## src/rtl/scan_drv_pkg.sv

```systemverilog
// Shared definitions for the scan chain driver: FSM state encoding and the
// phase-counter width helper.
package scan_drv_pkg;

  typedef enum logic [2:0] {
    ST_IDLE   = 3'd0,
    ST_LOAD   = 3'd1,
    ST_CAPT   = 3'd2,
    ST_UNLOAD = 3'd3,
    ST_FIN    = 3'd4
  } state_t;

  // Wide enough to hold the longest phase length (shift or capture).
  function automatic int cnt_width(input int chain_len, input int cap_cyc);
    int longest;
    longest = (chain_len > cap_cyc) ? chain_len : cap_cyc;
    return $clog2(longest + 1);
  endfunction

endpackage

```

## src/rtl/scan_drv_shreg.sv

```systemverilog
// CHAIN_LEN-bit left-shifting register: parallel load, MSB-first serial out,
// LSB serial in, parallel out. Serves as both pattern source and response sink.
module scan_drv_shreg #(
  parameter int CHAIN_LEN = 16
) (
  input  logic                 clk,
  input  logic                 clear,
  input  logic                 load,
  input  logic [CHAIN_LEN-1:0] load_val,
  input  logic                 en,
  input  logic                 ser_in,
  output logic [CHAIN_LEN-1:0] par_out,
  output logic                 ser_out
);

  logic [CHAIN_LEN-1:0] data_q;

  // NOTE: sequential state uses non-blocking assignments so every flop
  // samples pre-edge values, independent of block evaluation order.
  always_ff @(posedge clk) begin
    if (clear) begin
      data_q <= '0;
    end else if (load) begin
      data_q <= load_val;
    end else if (en) begin
      data_q <= {data_q[CHAIN_LEN-2:0], ser_in};
    end
  end

  assign par_out = data_q;
  assign ser_out = data_q[CHAIN_LEN-1];

endmodule

```

## src/rtl/scan_chain_driver.sv

```systemverilog
// Load/capture/unload sequencer for one scan chain: shifts PAT in on SI,
// captures for CAP_CYC cycles, shifts the response in from SO, masked compare.
module scan_chain_driver #(
  parameter int   CHAIN_LEN = 16,
  parameter int   CAP_CYC   = 1,
  parameter logic FILL      = 1'b0
) (
  input  logic                 CLK,
  input  logic                 RST,
  input  logic                 START,
  input  logic [CHAIN_LEN-1:0] PAT,
  input  logic [CHAIN_LEN-1:0] EXP,
  input  logic [CHAIN_LEN-1:0] MASK,
  input  logic                 SO,
  output logic                 SE,
  output logic                 SI,
  output logic                 BUSY,
  output logic                 DONE,
  output logic [CHAIN_LEN-1:0] RESP,
  output logic                 FAIL
);

  import scan_drv_pkg::*;

  localparam int            CW       = cnt_width(CHAIN_LEN, CAP_CYC);
  localparam logic [CW-1:0] LEN_LAST = CW'(CHAIN_LEN - 1);
  localparam logic [CW-1:0] CAP_LAST = CW'(CAP_CYC - 1);

  state_t               state_q, state_d;
  logic [CW-1:0]        cnt_q, cnt_d;
  logic [CHAIN_LEN-1:0] exp_q, mask_q;
  logic [CHAIN_LEN-1:0] resp_shift;
  logic                 accept, shift_en, shift_in, sr_msb;
  logic                 se_d, si_d, busy_d, done_d, fail_d;

  // NOTE: every signal written here gets a default first, so no path through
  // the case leaves one unassigned and no latch is inferred.
  always_comb begin
    state_d  = state_q;
    cnt_d    = cnt_q;
    accept   = 1'b0;
    shift_en = 1'b0;
    shift_in = FILL;
    case (state_q)
      ST_IDLE, ST_FIN: begin
        if (START) begin
          accept  = 1'b1;
          state_d = ST_LOAD;
          cnt_d   = '0;
        end else begin
          state_d = ST_IDLE;
        end
      end
      ST_LOAD: begin
        shift_en = 1'b1;
        if (cnt_q == LEN_LAST) begin
          state_d = ST_CAPT;
          cnt_d   = '0;
        end else begin
          cnt_d = cnt_q + CW'(1);
        end
      end
      ST_CAPT: begin
        if (cnt_q == CAP_LAST) begin
          state_d = ST_UNLOAD;
          cnt_d   = '0;
        end else begin
          cnt_d = cnt_q + CW'(1);
        end
      end
      ST_UNLOAD: begin
        shift_en = 1'b1;
        shift_in = SO;
        if (cnt_q == LEN_LAST) begin
          state_d = ST_FIN;
          cnt_d   = '0;
        end else begin
          cnt_d = cnt_q + CW'(1);
        end
      end
      default: begin
        state_d = ST_IDLE;
        cnt_d   = '0;
      end
    endcase

    // Outputs are registered from the next state so the chain sees them
    // change only at CLK edges and stay stable for the whole cycle.
    se_d   = (state_d == ST_LOAD) || (state_d == ST_UNLOAD);
    busy_d = (state_d == ST_LOAD) || (state_d == ST_CAPT) || (state_d == ST_UNLOAD);
    done_d = (state_d == ST_FIN);

    if (accept) begin
      si_d = PAT[CHAIN_LEN-1];
    end else if (state_q == ST_LOAD && state_d == ST_LOAD) begin
      si_d = sr_msb;
    end else if (state_d == ST_UNLOAD) begin
      si_d = FILL;
    end else begin
      si_d = 1'b0;
    end

    // Compare against the response as it will look after the final unload edge.
    resp_shift = {RESP[CHAIN_LEN-2:0], SO};
    fail_d     = FAIL;
    if (accept) begin
      fail_d = 1'b0;
    end else if (state_q == ST_UNLOAD && state_d == ST_FIN) begin
      fail_d = |((resp_shift ^ exp_q) & mask_q);
    end
  end

  // NOTE: the latched EXP/MASK copies are reset along with the control state,
  // so nothing downstream ever observes uninitialised contents after RST.
  always_ff @(posedge CLK) begin
    if (RST) begin
      state_q <= ST_IDLE;
      cnt_q   <= '0;
      exp_q   <= '0;
      mask_q  <= '0;
      SE      <= 1'b0;
      SI      <= 1'b0;
      BUSY    <= 1'b0;
      DONE    <= 1'b0;
      FAIL    <= 1'b0;
    end else begin
      state_q <= state_d;
      cnt_q   <= cnt_d;
      SE      <= se_d;
      SI      <= si_d;
      BUSY    <= busy_d;
      DONE    <= done_d;
      FAIL    <= fail_d;
      if (accept) begin
        exp_q  <= EXP;
        mask_q <= MASK;
      end
    end
  end

  // PAT's MSB leaves on SI at acceptance, so the register keeps the remainder;
  // after LOAD it has shifted out to zeros and UNLOAD refills it from SO.
  scan_drv_shreg #(
    .CHAIN_LEN(CHAIN_LEN)
  ) u_shreg (
    .clk     (CLK),
    .clear   (RST),
    .load    (accept),
    .load_val({PAT[CHAIN_LEN-2:0], 1'b0}),
    .en      (shift_en),
    .ser_in  (shift_in),
    .par_out (RESP),
    .ser_out (sr_msb)
  );

endmodule

```

## config.mk

```make
export PLATFORM = sky130hd
export DESIGN_NAME = scan_chain_driver
export DESIGN_NICKNAME = d
export VERILOG_FILES = /design/src/rtl/scan_drv_pkg.sv /design/src/rtl/scan_drv_shreg.sv /design/src/rtl/scan_chain_driver.sv
export SDC_FILE = /design/constraint.sdc
export NUM_CORES = 1
export LEC_CHECK = 0
export ABC_CLOCK_PERIOD_IN_PS = 1760
export CORE_MARGIN = 2
export CORE_UTILIZATION = 56
export DETAILED_ROUTE_END_ITERATION = 6
export DONT_BUFFER_PORTS = 1
export GPL_ROUTABILITY_DRIVEN = 0
export GPL_TIMING_DRIVEN = 0
export PLACE_DENSITY = 0.71
export SYNTH_ARGS = -nofsm -noshare
export SYNTH_HDL_FRONTEND = slang
export SYNTH_SLANG_ARGS = --single-unit
```

## constraint.sdc

```tcl
create_clock -name CLK -period 1.76 [get_ports CLK]
set_clock_uncertainty 0.1 [all_clocks]
set_input_delay 0.264 -clock CLK [delete_from_list [all_inputs] [get_ports CLK]]
set_output_delay 0.264 -clock CLK [all_outputs]
set_load 0.02 [all_outputs]
```

==> impl_metrics.csv <==
group,metric,value,unit
status,outcome,"completed",
pwr,p_leak,0.00133,uW
placed_design,dp_hpwl,4610,um
floorplanning,start_util,58.9,%
global_routing,grt_use_total,29.1,%
timing,finalSetupViolCount,0,
synthesis,synth_ff_type,"dfxtp_1",
drt,vias,2314,
synthesis,postSynth.asyncResetShare,0,%
drt,viasPerCell,5.64,
drt,wire_per_inst,16.8,um
placed_design,numPortBuffers,0,
global_routing,grt_max_degree,11,
synthesis,syn-num-nets,358,
drt,drt_iter0_drc,129,
layout,antenna_cells,0,
synthesis,synth-edff-count,0,
timing,timing.fmax,0.591,GHz
timing,relSlewSlack,64.7,%
timing,finalMaxSlewViolations,0,
critical_path,arrival,1.86,ns
drt,firstDrtPassIters,4,
global_routing,grt_pass1_wl,11200,um
floorplanning,die_w,71.9,um
timing,hold_violations,0,
synthesis,yosys.area.top_type_share,47.3,%
hold_path,min_to,"u_shreg.par_out[15]",
hold_path,hold_class,"input pin to flop",
floorplanning,coreArea,0.00438,sq mm
placed_design,post-place-ws,-0.110,ns
critical_path,crit_path_max_fanout,4,
clocking,clock_sinks,61,
floorplanning,die-area,0.00517,sq mm
synthesis,yosys-top-cells-count,"nand2_1, dfxtp_1, a21oi_1, xor2_1, nor2_1",
synthesis,synth_area_leader_cell,"dfxtp_1",
clocking,clock_path_buffers,2,
hold_path,hold_depth,2,
synthesis,avgSynthCellArea,8.55,sq um
timing,fin_crit_sh,96.1,%
global_routing,globalRouteOverflowTotal,0,
timing,period_needed,1.69,ns
clocking,cts_buffers,9,
drt,drc,0,
pwr,peakVddDrop,0.942,mV
critical_path,start_kind,"flop",
critical_path,crit_type,"flop to flop",
clocking,clock_latency,0.34,ns
layout,area_growth_syn_to_layout,30.0,%
floorplanning,rows,24,
timing,setup_ws,0.0691,ns
critical_path,required,1.93,ns
critical_path,end_kind,"flop",
clocking,cts_tree,"yes",
timing,tightest_slew,0.529,ns
global_routing,antenna_found_initial,0,
global_routing,grt_pass1_vias,2317,
synthesis,ys_warn_count,0,
pwr,power_density,923,mW/mm^2
critical_path,rr_startpoint,"cnt_q[0]",
synthesis,netlist_area,0.00258,sq mm
synthesis,synth_cells,302,
critical_path,crit_start,"cnt_q[0]",
hold_path,hp-start,"PAT[14]",
critical_path,worst_r2r_path_depth,7,
run,max_cap_viol_count,0,
layout,fin_area,0.00336,sq mm
clocking,clk_pin_slew_worst_paths,0.06,ns
synthesis,synth.distinct_cells,38,
layout,layout-drive-gt1-share,17.3,%
synthesis,synth_area_leaders,"dfxtp_1, nand2_1, a21oi_1",
synthesis,synth_seq_cells,61,
synthesis,yosysSeqAreaShare,47.3,%
clocking,htree_levels,3,
floorplanning,chipHeight,71.9,um
drt,ant_nets,0,
clocking,cts-root-buf,"clkbuf_8",
layout,nets,410,
floorplanning,pin_count,73,
critical_path,r2r-end,"cnt_q[0]",
placed_design,placed_cell_area,0.00265,sq mm
synthesis,synth_most_common_cell,"nand2_1",
critical_path,r2r_slack,0.07,ns
drt,wl,6890,um
==> final cells by class <==
class | count | area (sq um)
Tap cell | 52 | 65.1
Fill cell | 302 | 1030
Timing Repair Buffer | 41 | 403
Clock inverter | 2 | 10.0
Clock buffer | 13 | 149
Sequential cell | 61 | 1240
Buffer | 18 | 110
Multi-Input combinational cell | 219 | 1360
Inverter | 4 | 15.0
==> worst max-delay path, stage by stage (launching register included) <==
cell     delay (ns)
dfxtp_2        0.35
buf_4          0.12
inv_1          0.05
ha_2           0.18
nor4b_4        0.13
or3_4          0.34
a31o_4         0.26
nor2_1         0.10
==> layout by cell type, fill, tap and decap left out, types with 2 or more instances in the layout <==
master and instances:
xor2_1 16, inv_1 3, nand2_1 78, a21oi_1 43, dfxtp_4 4, mux2i_1 6
buf_4 6, nand4_1 2, clkbuf_8 10, ha_4 2, clkinv_2 2, xor2_2 3
nor3_1 3, dlygate4sd3_1 38, buf_6 3, clkbuf_1 8, nor2_2 3, dfxtp_1 51
a22oi_2 2, a211oi_1 6, buf_2 6, a22oi_1 13, a31oi_1 3, nor2_1 15
dfxtp_2 6
==> registers in the layout, summed over array words and instances (netlist names) <==
signal           cells
SI                   1
DONE                 1
SE                   1
exp_q               16
BUSY                 1
u_shreg.par_out     16
cnt_q                5
state_q              3
mask_q              16
FAIL                 1
==> layer usage <==
metal,track usage (%),vias to the layer above,wire [um]
met5,0,-,0
met1,35.4,1072,2850
met2,47.7,93,3320
met4,13.6,0,176
li1,-,1130,-
met3,8.33,19,544
==> repair_timing <==
action,4_1_cts,5_1_grt
setup endpoints to repair,1,14
gates resized for setup,10,27
pin swaps,2,10
endpoints found under the hold margin,39,0
hold buffers,38,0
buffers inserted,3,0
==> how the worst max path moves through the flow <==
| stage | to | slack, ns |
|---|---|---|
| after floorplan | FAIL | 0.05 |
| after global placement | FAIL | -0.09 |
| after detailed placement | FAIL | -0.11 |
| after CTS | FAIL | 0.002 |
| after global routing | cnt_q[4] | -0.02 |
| final | cnt_q[0] | 0.07 |
==> kinds of logic (layout without fill, tap and decap cells) <==
kind of cell               after synthesis  count (layout)  share of synthesized area, %
DFF                                     61              61                          47.3
adders and majority gates                4               4                          1.94
muxes                                    6               6                          2.33
and+or+nand+nor                        116             116                          19.5
buffers and inverters                   22              78                          4.80
xor gates and xnor gates                20              20                          6.78
AOI/OAI and AO/OA                       73              73                          17.3
==> report_power, final <==
part | leakage (uW) | switching (uW) | internal [uW]
Clock | 0.0000833 | 509 | 538
Sequential | 0.000505 | 126 | 1470
Combinational | 0.000742 | 243 | 211
==> metrics by stage <==
step / TNS, ns / instances / power (uW) / util (%) / hold WS, ns
6_report: 0 / 410 / 3100 / 76.6 / 0.0171
2_1_floorplan: 0 / 302 / 1870 / - / 0.241
3_5_place_dp: -0.110 / 354 / 1970 / 60.4 / 0.246
4_1_cts: 0 / 410 / 3080 / 74.1 / 0.0135
3_3_place_gp: -0.0922 / 354 / 1960 / 60.4 / 0.248
5_1_grt: -0.0201 / 410 / 3230 / 76.6 / 0.0246
Note: power is estimated with default switching activity, not from simulation.
